[src/rtl/uart_command_receiver.sv]
// UART 8N1 receiver that decodes single-character drive commands,
// with a watchdog that falls back to STOP when commands stop arriving.
module uart_command_receiver #(
  parameter int CLK_FREQ       = 50_000_000,
  parameter int BAUD           = 115200,
  parameter int TIMEOUT_CYCLES = 25_000_000
) (
  input  logic       clk_50,
  input  logic       reset,
  input  logic       uart_in,
  output logic [7:0] data_out,
  output logic       data_valid,
  output logic       framing_error,
  output logic [2:0] command,
  output logic       cmd_valid,
  output logic       cmd_error,
  output logic       timeout
);

  localparam int CLKS_PER_BIT = CLK_FREQ / BAUD;
  localparam int TW = $clog2(CLKS_PER_BIT + 1);
  localparam int WW = $clog2(TIMEOUT_CYCLES + 1);
  localparam logic [TW-1:0] BIT_END  = TW'(CLKS_PER_BIT - 1);
  localparam logic [TW-1:0] HALF_END = TW'(CLKS_PER_BIT / 2 - 1);
  localparam logic [WW-1:0] WD_MAX   = WW'(TIMEOUT_CYCLES - 1);

  typedef enum logic [2:0] {
    S_IDLE,
    S_START,
    S_DATA,
    S_STOP,
    S_WAIT_IDLE
  } state_t;

  logic          sync1_q, rx_q;
  state_t        state_q, state_d;
  logic [TW-1:0] timer_q, timer_d;
  logic [2:0]    idx_q, idx_d;
  logic [7:0]    shift_q, shift_d;
  logic [7:0]    data_out_q, data_out_d;
  logic          data_valid_q, data_valid_d;
  logic          framing_error_q, framing_error_d;
  logic [2:0]    command_q, command_d;
  logic          cmd_valid_q, cmd_valid_d;
  logic          cmd_error_q, cmd_error_d;
  logic          timeout_q, timeout_d;
  logic [WW-1:0] wd_q, wd_d;
  logic          hit;
  logic [2:0]    code;

  always_ff @(posedge clk_50 or posedge reset) begin
    if (reset) begin
      sync1_q         <= 1'b1;
      rx_q            <= 1'b1;
      state_q         <= S_IDLE;
      timer_q         <= '0;
      idx_q           <= '0;
      shift_q         <= '0;
      data_out_q      <= '0;
      data_valid_q    <= 1'b0;
      framing_error_q <= 1'b0;
      command_q       <= '0;
      cmd_valid_q     <= 1'b0;
      cmd_error_q     <= 1'b0;
      timeout_q       <= 1'b0;
      wd_q            <= '0;
    end else begin
      sync1_q         <= uart_in;
      rx_q            <= sync1_q;
      state_q         <= state_d;
      timer_q         <= timer_d;
      idx_q           <= idx_d;
      shift_q         <= shift_d;
      data_out_q      <= data_out_d;
      data_valid_q    <= data_valid_d;
      framing_error_q <= framing_error_d;
      command_q       <= command_d;
      cmd_valid_q     <= cmd_valid_d;
      cmd_error_q     <= cmd_error_d;
      timeout_q       <= timeout_d;
      wd_q            <= wd_d;
    end
  end

  always_comb begin
    state_d         = state_q;
    timer_d         = timer_q;
    idx_d           = idx_q;
    shift_d         = shift_q;
    data_out_d      = data_out_q;
    data_valid_d    = 1'b0;
    framing_error_d = 1'b0;
    unique case (state_q)
      S_IDLE: begin
        if (!rx_q) begin
          state_d = S_START;
          timer_d = '0;
        end
      end
      S_START: begin
        if (timer_q == HALF_END) begin
          timer_d = '0;
          idx_d   = '0;
          // a start bit gone high by mid-bit was only a glitch
          state_d = rx_q ? S_IDLE : S_DATA;
        end else begin
          timer_d = timer_q + 1'b1;
        end
      end
      S_DATA: begin
        if (timer_q == BIT_END) begin
          timer_d = '0;
          shift_d = {rx_q, shift_q[7:1]};
          if (idx_q == 3'd7) begin
            state_d = S_STOP;
          end else begin
            idx_d = idx_q + 1'b1;
          end
        end else begin
          timer_d = timer_q + 1'b1;
        end
      end
      S_STOP: begin
        if (timer_q == BIT_END) begin
          timer_d = '0;
          if (rx_q) begin
            data_out_d   = shift_q;
            data_valid_d = 1'b1;
            state_d      = S_IDLE;
          end else begin
            framing_error_d = 1'b1;
            state_d         = S_WAIT_IDLE;
          end
        end else begin
          timer_d = timer_q + 1'b1;
        end
      end
      S_WAIT_IDLE: begin
        if (rx_q) begin
          state_d = S_IDLE;
        end
      end
      default: state_d = S_IDLE;
    endcase
  end

  always_comb begin
    hit  = 1'b1;
    code = 3'd0;
    unique case (data_out_q)
      8'h53:   code = 3'd0;
      8'h46:   code = 3'd1;
      8'h42:   code = 3'd2;
      8'h4C:   code = 3'd3;
      8'h52:   code = 3'd4;
      default: hit  = 1'b0;
    endcase
  end

  always_comb begin
    command_d   = command_q;
    cmd_valid_d = 1'b0;
    cmd_error_d = 1'b0;
    timeout_d   = 1'b0;
    wd_d        = (wd_q == WD_MAX) ? wd_q : wd_q + 1'b1;
    if (data_valid_q) begin
      if (hit) begin
        command_d   = code;
        cmd_valid_d = 1'b1;
      end else begin
        cmd_error_d = 1'b1;
      end
    end
    // a fresh command beats a simultaneous watchdog expiry
    if (cmd_valid_d) begin
      wd_d = '0;
    end else if (wd_q == WD_MAX && command_q != 3'd0) begin
      command_d = 3'd0;
      timeout_d = 1'b1;
    end
  end

  assign data_out      = data_out_q;
  assign data_valid    = data_valid_q;
  assign framing_error = framing_error_q;
  assign command       = command_q;
  assign cmd_valid     = cmd_valid_q;
  assign cmd_error     = cmd_error_q;
  assign timeout       = timeout_q;

endmodule

[config.mk]
export PLATFORM = sky130hd
export DESIGN_NAME = uart_command_receiver
export DESIGN_NICKNAME = d
export VERILOG_FILES = /design/src/rtl/uart_command_receiver.sv
export SDC_FILE = /design/constraint.sdc
export NUM_CORES = 1
export LEC_CHECK = 0
export CAP_MARGIN = 20
export CORE_UTILIZATION = 60
export CTS_BUF_LIST = sky130_fd_sc_hd__clkbuf_4 sky130_fd_sc_hd__clkbuf_8
export CTS_CLUSTER_SIZE = 14
export DETAILED_ROUTE_END_ITERATION = 10
export GPL_TIMING_DRIVEN = 0
export PLACE_DENSITY = 0.82
export SLEW_MARGIN = 30
export SYNTH_ARGS = -nofsm -noshare
export SYNTH_HDL_FRONTEND = slang
export SYNTH_SLANG_ARGS = --single-unit
[constraint.sdc]
create_clock -name clk_50 -period 2.7 [get_ports clk_50]
set_clock_uncertainty 0.15 [all_clocks]
set_input_delay 0.54 -clock clk_50 [delete_from_list [all_inputs] [get_ports clk_50]]
set_output_delay 0.54 -clock clk_50 [all_outputs]
set_load 0.01 [all_outputs]
==> metrics, run 1 <==
global-route layer with the greatest usage met2; GRT met2 Usage 43.3%; cell with the most instances after synthesis sky130_fd_sc_hd__dfrtp_1; Final GP Congestion slightly below 0.8; CTS-repair resized insts 0; DIE WIDTH just under 80 µm; ratio of cells with drive above 1 in the final layout between 10% and 20%; worst-path fanout max 4; Worst path top cell family by delay simple AND/OR/NAND/NOR gates; Clk Tree Root Cell sky130_fd_sc_hd__clkbuf_8; placement row count 27; Placed Area roughly 0.0038 mm²; gr usage total between 20% and 30%; total CTS buffers 9; leak pwr between 0.0015 and 0.002 µW; met3 Usage GRT under 10%; status complete, no violations; required arrival time at the worst endpoint between 2 and 3 ns; YS warnings 0; Gate Count Post-Synth 334; max-slew headroom at the worst pin 49.8%; average via count per standard cell between 6 and 7; final-layout setup total negative slack 0 ns; I/O pin count 19; kind of path behind the tightest hold check flip-flop to flip-flop; number of slew-limit violations in the final report 0; Hold Worst Slack 0.207 ns; cell type with the largest total area after synthesis sky130_fd_sc_hd__dfrtp_1; total standard cell area after synthesis roughly 0.0035 mm²; WL per Instance 15.9 µm; power per unit of standard cell area between 400 and 500 mW/mm²; buffering stage count on the worst path with inverters included 0; TritonCTS clock tree yes; Synth area leaders sky130_fd_sc_hd__dfrtp_1 46%, sky130_fd_sc_hd__mux2_2 4.8%, sky130_fd_sc_hd__o21ai_0 3.3%, sky130_fd_sc_hd__nand3_1 2.3%, sky130_fd_sc_hd__nand2_1 2.2%; grt met1 use approximately a third; post-route DRC violation count 0; Crit-path slowest cell sky130_fd_sc_hd__nor4b_1; pre-CTS worst setup slack 0.474 ns; Die Area about 0.0062 mm²; number of buffers inserted to repair setup after CTS 0; Synth Area per Inst 10.5 µm²; Skew-Pair Late Insertion Delay roughly 0.35 ns; max-cap viol count 0; slew at the pin closest to its max-slew limit between 0.7 and 0.8 ns; signal arrival time at the worst endpoint 2.29 ns; Post-synth EDFFs 0; first-pass GRT wire length 12,000 µm; critical path, cell by cell ha_1, ha_1, nor4b_1, a31oi_1, a31oi_1, mux2i_1; growth of design area from synthesis to finish 14.8%; fraction of the yosys area taken by sequential cells 47.1%; critical path class flip-flop to flip-flop; CTS Sinks between 60 and 70; clock period minus worst slack about 2.2 ns; antenna diode instance count 0; slowest cell delay on critical path roughly 0.63 ns; summed area of non-filler cells in the final layout 0.00403 mm²; initial cell density of the core about 63%; Main synth FF type sky130_fd_sc_hd__dfrtp_1; CTS hold repair buffers 0; setup repair after global routing missed its margin no; Achievable Freq approximately 450 MHz; vias after detailed routing 2,681; share of async-settable or async-resettable flops after synthesis 100%; top cells by instance count after synthesis 64 x sky130_fd_sc_hd__dfrtp_1, 23 x sky130_fd_sc_hd__o21ai_0, 21 x sky130_fd_sc_hd__nand2_1, 20 x sky130_fd_sc_hd__nor2_1, 16 x sky130_fd_sc_hd__nand3_1; overall power of the completed layout 1940 µW; largest voltage drop on the vdd net around 460 µV; NumNets Final between 300 and 400; flip-flop and latch count after synthesis 66; placed wire-length estimate after detailed placement slightly below 5000 µm; number of antenna-violating nets in the routed design 0; maximum number of pins on one net before global-route repair between 40 and 50; endpoint class of the critical path flip-flop; via count of the first global-routing pass around 2,600; Critical Path Source Type flip-flop; initial drt markers roughly 180; DR pass1 iterations 4; post-synth net total approximately 340; final critical-path setup slack roughly 0.48 ns; core box area 0.00557 mm²; crit share post-route a little over 80%; number of failing setup endpoints in the final timing report 0; H-tree depth 3; Die Span Y around 78 µm; share of the synthesized area in the top cell type a little under half; Buffers on Ports 18; clock-pin slew of the registers on the worst-case setup and hold paths approximately 0.080 ns; count of final hold-check violations 0; number of buffers on the longest clock path 2; initial antenna violation count 0; drt total wl between 6000 and 7000 µm; post-synthesis cell type count between 60 and 70; total grt overflow 0
[routing by layer]
metal / part of all wire [%] / vias to the layer above
met3: 3.6 / 9
met1: 44 / 1330
li1: - / 1290
met4: 0.93 / 0
met5: 0 / -
met2: 51 / 52
[stage by stage]
step	utilization (%)	std cells
floorplan	-	334
global placement	67.8	424
detailed placement	68.2	425
CTS	72.3	441
global route	72.3	441
finish	72.3	441
[registers in the layout, summed over array words and instances, names as in the netlist]
register	count
data_out	8
command	3
framing_error	1
wd_q	25
timer_q	9
sync1_q	1
cmd_error	1
shift_q	8
idx_q	3
timeout	1
rx_q	1
cmd_valid	1
state_q	3
data_valid	1
[cell families after synthesis]
family                     after synthesis  synth area share, %
and+or+nand+nor                        129                 23.3
DFF                                     66                 47.1
adders and majority gates                6                 2.14
muxes                                   22                 6.84
AOI/OAI and AO/OA                       73                 13.1
buffers and inverters                   28                 5.06
xor gates and xnor gates                10                 2.49
[power breakdown]
group          internal, µW  leakage [µW]  switching, µW  total, µW
logic                  6.03      0.000755           19.4       25.5
clock network           527      0.000110            397        924
registers               991      0.000886           2.03        993
total                  1520       0.00175            418       1940
[layout by cell type, fill, tap and decap left out, types with 4 or more instances in the layout]
cell / instances
sky130_fd_sc_hd__clkbuf_8: 9
sky130_fd_sc_hd__mux2_2: 15
sky130_fd_sc_hd__inv_1: 7
sky130_fd_sc_hd__buf_2: 8
sky130_fd_sc_hd__mux2i_1: 6
sky130_fd_sc_hd__or3_1: 4
sky130_fd_sc_hd__nand4_1: 9
sky130_fd_sc_hd__ha_1: 6
sky130_fd_sc_hd__o21ai_0: 23
sky130_fd_sc_hd__o211ai_1: 6
sky130_fd_sc_hd__and2_1: 4
sky130_fd_sc_hd__nand3_1: 16
sky130_fd_sc_hd__a21oi_1: 15
sky130_fd_sc_hd__xor2_1: 8
sky130_fd_sc_hd__nand2_1: 21
sky130_fd_sc_hd__or4_1: 4
sky130_fd_sc_hd__dfrtp_1: 64
sky130_fd_sc_hd__nor3_1: 6
sky130_fd_sc_hd__nor2_1: 20
sky130_fd_sc_hd__o21bai_1: 5
sky130_fd_sc_hd__and4_1: 6
sky130_fd_sc_hd__o31ai_1: 7
sky130_fd_sc_hd__clkdlybuf4s50_1: 18
[layout make-up]
class / count / area (µm²)
fill: 395 / 1540
timing repair buffer: 19 / 200
inverter: 9 / 41.3
clock inverter: 7 / 103
buffer: 19 / 139
clock buffer: 9 / 124
sequential: 66 / 1650
multi-input combinational: 240 / 1680
tap: 72 / 90.1
[path summary, 6_finish.rpt]
kind | to | slack (ns) | depth (start not counted) | start
worst min register to register | rx_q$_DFF_PP1_ | 0.21 | 0 | sync1_q$_DFF_PP1_
worst min-delay path | rx_q$_DFF_PP1_ | 0.21 | 0 | sync1_q$_DFF_PP1_
min in group asynchronous | timer_q[3]$_DFFE_PP0P_ | 0.35 | 2 | reset
max in group asynchronous | wd_q[15]$_DFFE_PP0P_ | 1.54 | 3 | reset
worst max-delay path | idx_q[0]$_DFFE_PP0P_ | 0.48 | 6 | idx_q[0]$_DFFE_PP0P_
worst max register to register | idx_q[0]$_DFFE_PP0P_ | 0.48 | 6 | idx_q[0]$_DFFE_PP0P_
No activity file was read; power rests on OpenSTA's default activity.
==> inputs of run 2 (changes only) <==
CORE_UTILIZATION = 56   (was 60)
PLACE_DENSITY = 0.8   (was 0.82)
clock period = 1.9 ns   (was 2.7 ns; I/O delays follow)
==> run 2 against run 1 <==
Compared with the run above:
- clock power rose by 31%
- worst setup slack got worse by 0.46 ns
- first-iteration DRC count fell by 18%
- final cell count rose by 5.4%
- non-clock buffer count rose by 19
- final area rose by 10%
- wire length rose by 22%
- sequential share of layout area fell by 3.6 points
- critical path type is now flip-flop to output pin
- critical path depth fell by 5
- register-to-register slack got worse by 0.46 ns
- utilization rose by 1.8 points
- sequential power rose by 42%
==> metrics, run 2 (synthesized netlist as in run 1, its figures left out) <==
slowest cell delay on critical path 0.56 ns; core box area roughly 0.006 mm²; placement row count 28; Die Span Y slightly above 80 µm; gr usage total around 26%; Final GP Congestion around 0.80; Crit-path slowest cell sky130_fd_sc_hd__clkdlybuf4s50_1; initial antenna violation count 0; first element of the critical path data_out[1]$_DFFE_PP0P_; clock period minus worst slack around 1.9 ns; drt total wl 8550 µm; slew at the pin closest to its max-slew limit roughly 0.43 ns; Achievable Freq around 530 MHz; growth of design area from synthesis to finish 26.4%; number of failing setup endpoints in the final timing report 0; kind of path behind the tightest hold check flip-flop to flip-flop; Worst path top cell family by delay buffers and inverters; CTS hold repair buffers 0; pre-CTS worst setup slack -0.269 ns; area of all sequential standard cells approximately 0.0017 mm²; worst-path fanout max 8; Clk network pwr share around 45%; clock-pin slew of the registers on the worst-case setup and hold paths around 0.070 ns; placed wire-length estimate after detailed placement 4970 µm; count of final hold-check violations 0; initial cell density of the core around three fifths; cell internal pwr 2040 µW; vias after detailed routing roughly 2,900; initial drt markers roughly 150; final-layout fill cell count 376; largest voltage drop on the vdd net roughly 720 µV; TritonCTS clock tree yes; Placed Area around 0.0038 mm²; Min-Delay Startpoint sync1_q$_DFF_PP1_; register ranked first by flip-flop count wd_q; leak pwr about 0.0019 µW; signal arrival time at the worst endpoint between 1 and 1.5 ns; summed area of non-filler cells in the final layout 0.00444 mm²; maximum number of pins on one net before global-route repair 29; share of power burned in registers between 50% and 60%; H-tree depth 3; endpoint class of the critical path output pin; Switching Share 23.6%; total CTS buffers 9; post-route DRC violation count 0; number of antenna-violating nets in the routed design 0; DIE WIDTH about 81 µm; max reg flops 25; critical path, cell by cell clkdlybuf4s50_1; total grt overflow 0; number of slew-limit violations in the final report 0; final-layout setup total negative slack 0 ns; max-cap viol count 0; Buffers on Ports 18; I/O pin count 19; hold path cells 0; Critical Path Source Type flip-flop; leading cell types in the layout, fill and taps excluded 58 x sky130_fd_sc_hd__dfrtp_1, 22 x sky130_fd_sc_hd__o21ai_0, 21 x sky130_fd_sc_hd__buf_4; largest registers wd_q: 25 flops, timer_q: 9 flops; NumNets Final ~400; hold worst-path end rx_q$_DFF_PP1_; critical path class flip-flop to output pin; Skew-Pair Late Insertion Delay 0.35 ns; ratio of cells with drive above 1 in the final layout 32.3%; DR pass1 iterations 5; worst reg-to-reg setup slack 0.02 ns; power per unit of standard cell area around 600 mW/mm²; combined area of the multi-input logic cells roughly 0.0019 mm²; buffering stage count on the worst path with inverters included 1; Register-to-Register Path Depth 7; first-pass GRT wire length between 10,000 and 15,000 µm; antenna diode instance count 0; switching component of the power around 630 µW; Crit Reg-Reg Startpoint timer_q[1]$_DFFE_PP0P_; CTS Sinks 66; final critical-path setup slack about 0.021 ns; worst reg2reg path endpoint shift_q[5]$_DFFE_PP0P_; WL per Instance ~18 µm; Clk Tree Root Cell sky130_fd_sc_hd__clkbuf_8; most common cell after layout, fill and taps aside sky130_fd_sc_hd__dfrtp_1; status complete, no violations; Gate power share 1.7%; via count of the first global-routing pass 2,660; crit share post-route between 90 and 100%; average via count per standard cell about 6.2; post-route core utilization 74.1%; required arrival time at the worst endpoint roughly 1.4 ns; Die Area between 0.006 and 0.007 mm²; max-slew headroom at the worst pin between 70% and 80%; number of buffers on the longest clock path 2; setup repair after global routing missed its margin yes
run 2: cell count changes in the layout (fill, tap and decap cells not counted), sizes merged, moves of 3 or more:
| cell | delta |
|---|---|
| clkdlybuf4s50 | -4 |
| buf | +18 |
| clkinvlp | +3 |
| dlymetal6s2s | +3 |
run 2: metal layers:
| metal | global-route usage, % | vias up | routed length, µm | share of wire (%) |
|---|---|---|---|---|
| met3 | 5.62 | 23 | 351 | 4.1 |
| met2 | 45.4 | 93 | 4500 | 53 |
| li1 | - | 1340 | - | - |
| met4 | 8.57 | 0 | 180 | 2.1 |
| met5 | 0 | - | 0 | 0 |
| met1 | 31.5 | 1410 | 3510 | 41 |
run 2: power groups by stage:
stage	Sequential, µW	Clock (µW)	Combinational [µW]
2_1_floorplan	1440	0	21.4
3_3_place_gp	1440	0	33.1
3_5_place_dp	1440	0	46.3
4_1_cts	1410	1220	46.4
5_1_grt	1410	1270	51.7
6_report	1410	1210	44.2
run 2: repair_timing:
action / 4_1_cts / 5_1_grt
gates resized for setup: 21 / 44
endpoints found under the setup margin: 41 / 50
setup buffers: 4 / 15
pin swaps: 1 / 9
gates cloned: 1 / 1
run 2: cell type report:
type / instances / share of cell area (%)
multi-input combinational: 242 / 42.9
sequential: 66 / 37.4
timing repair buffer: 39 / 8.57
buffer: 18 / 3.44
clock buffer: 9 / 2.79
tap: 75 / 2.11
clock inverter: 7 / 1.78
inverter: 9 / 0.959
run 2: how the worst max path moves through the flow:
stage	depth (start not counted)	slack [ns]	to
floorplan	7	0.04	shift_q[0]$_DFFE_PP0P_
global placement	6	-0.19	idx_q[2]$_DFFE_PP0P_
detailed placement	6	-0.27	idx_q[0]$_DFFE_PP0P_
CTS	6	-0.02	idx_q[0]$_DFFE_PP0P_
global route	6	-0.06	timer_q[7]$_DFFE_PP0P_
finish	1	0.02	data_out[1]
run 2: stage by stage:
stage | instances | total power, µW | hold slack, ns
final | 465 | 2670 | 0.211
after global routing | 465 | 2740 | 0.217
after CTS | 449 | 2670 | 0.212
after detailed placement | 429 | 1480 | 0.200
after global placement | 427 | 1470 | 0.197
after floorplan | 334 | 1460 | 0.195
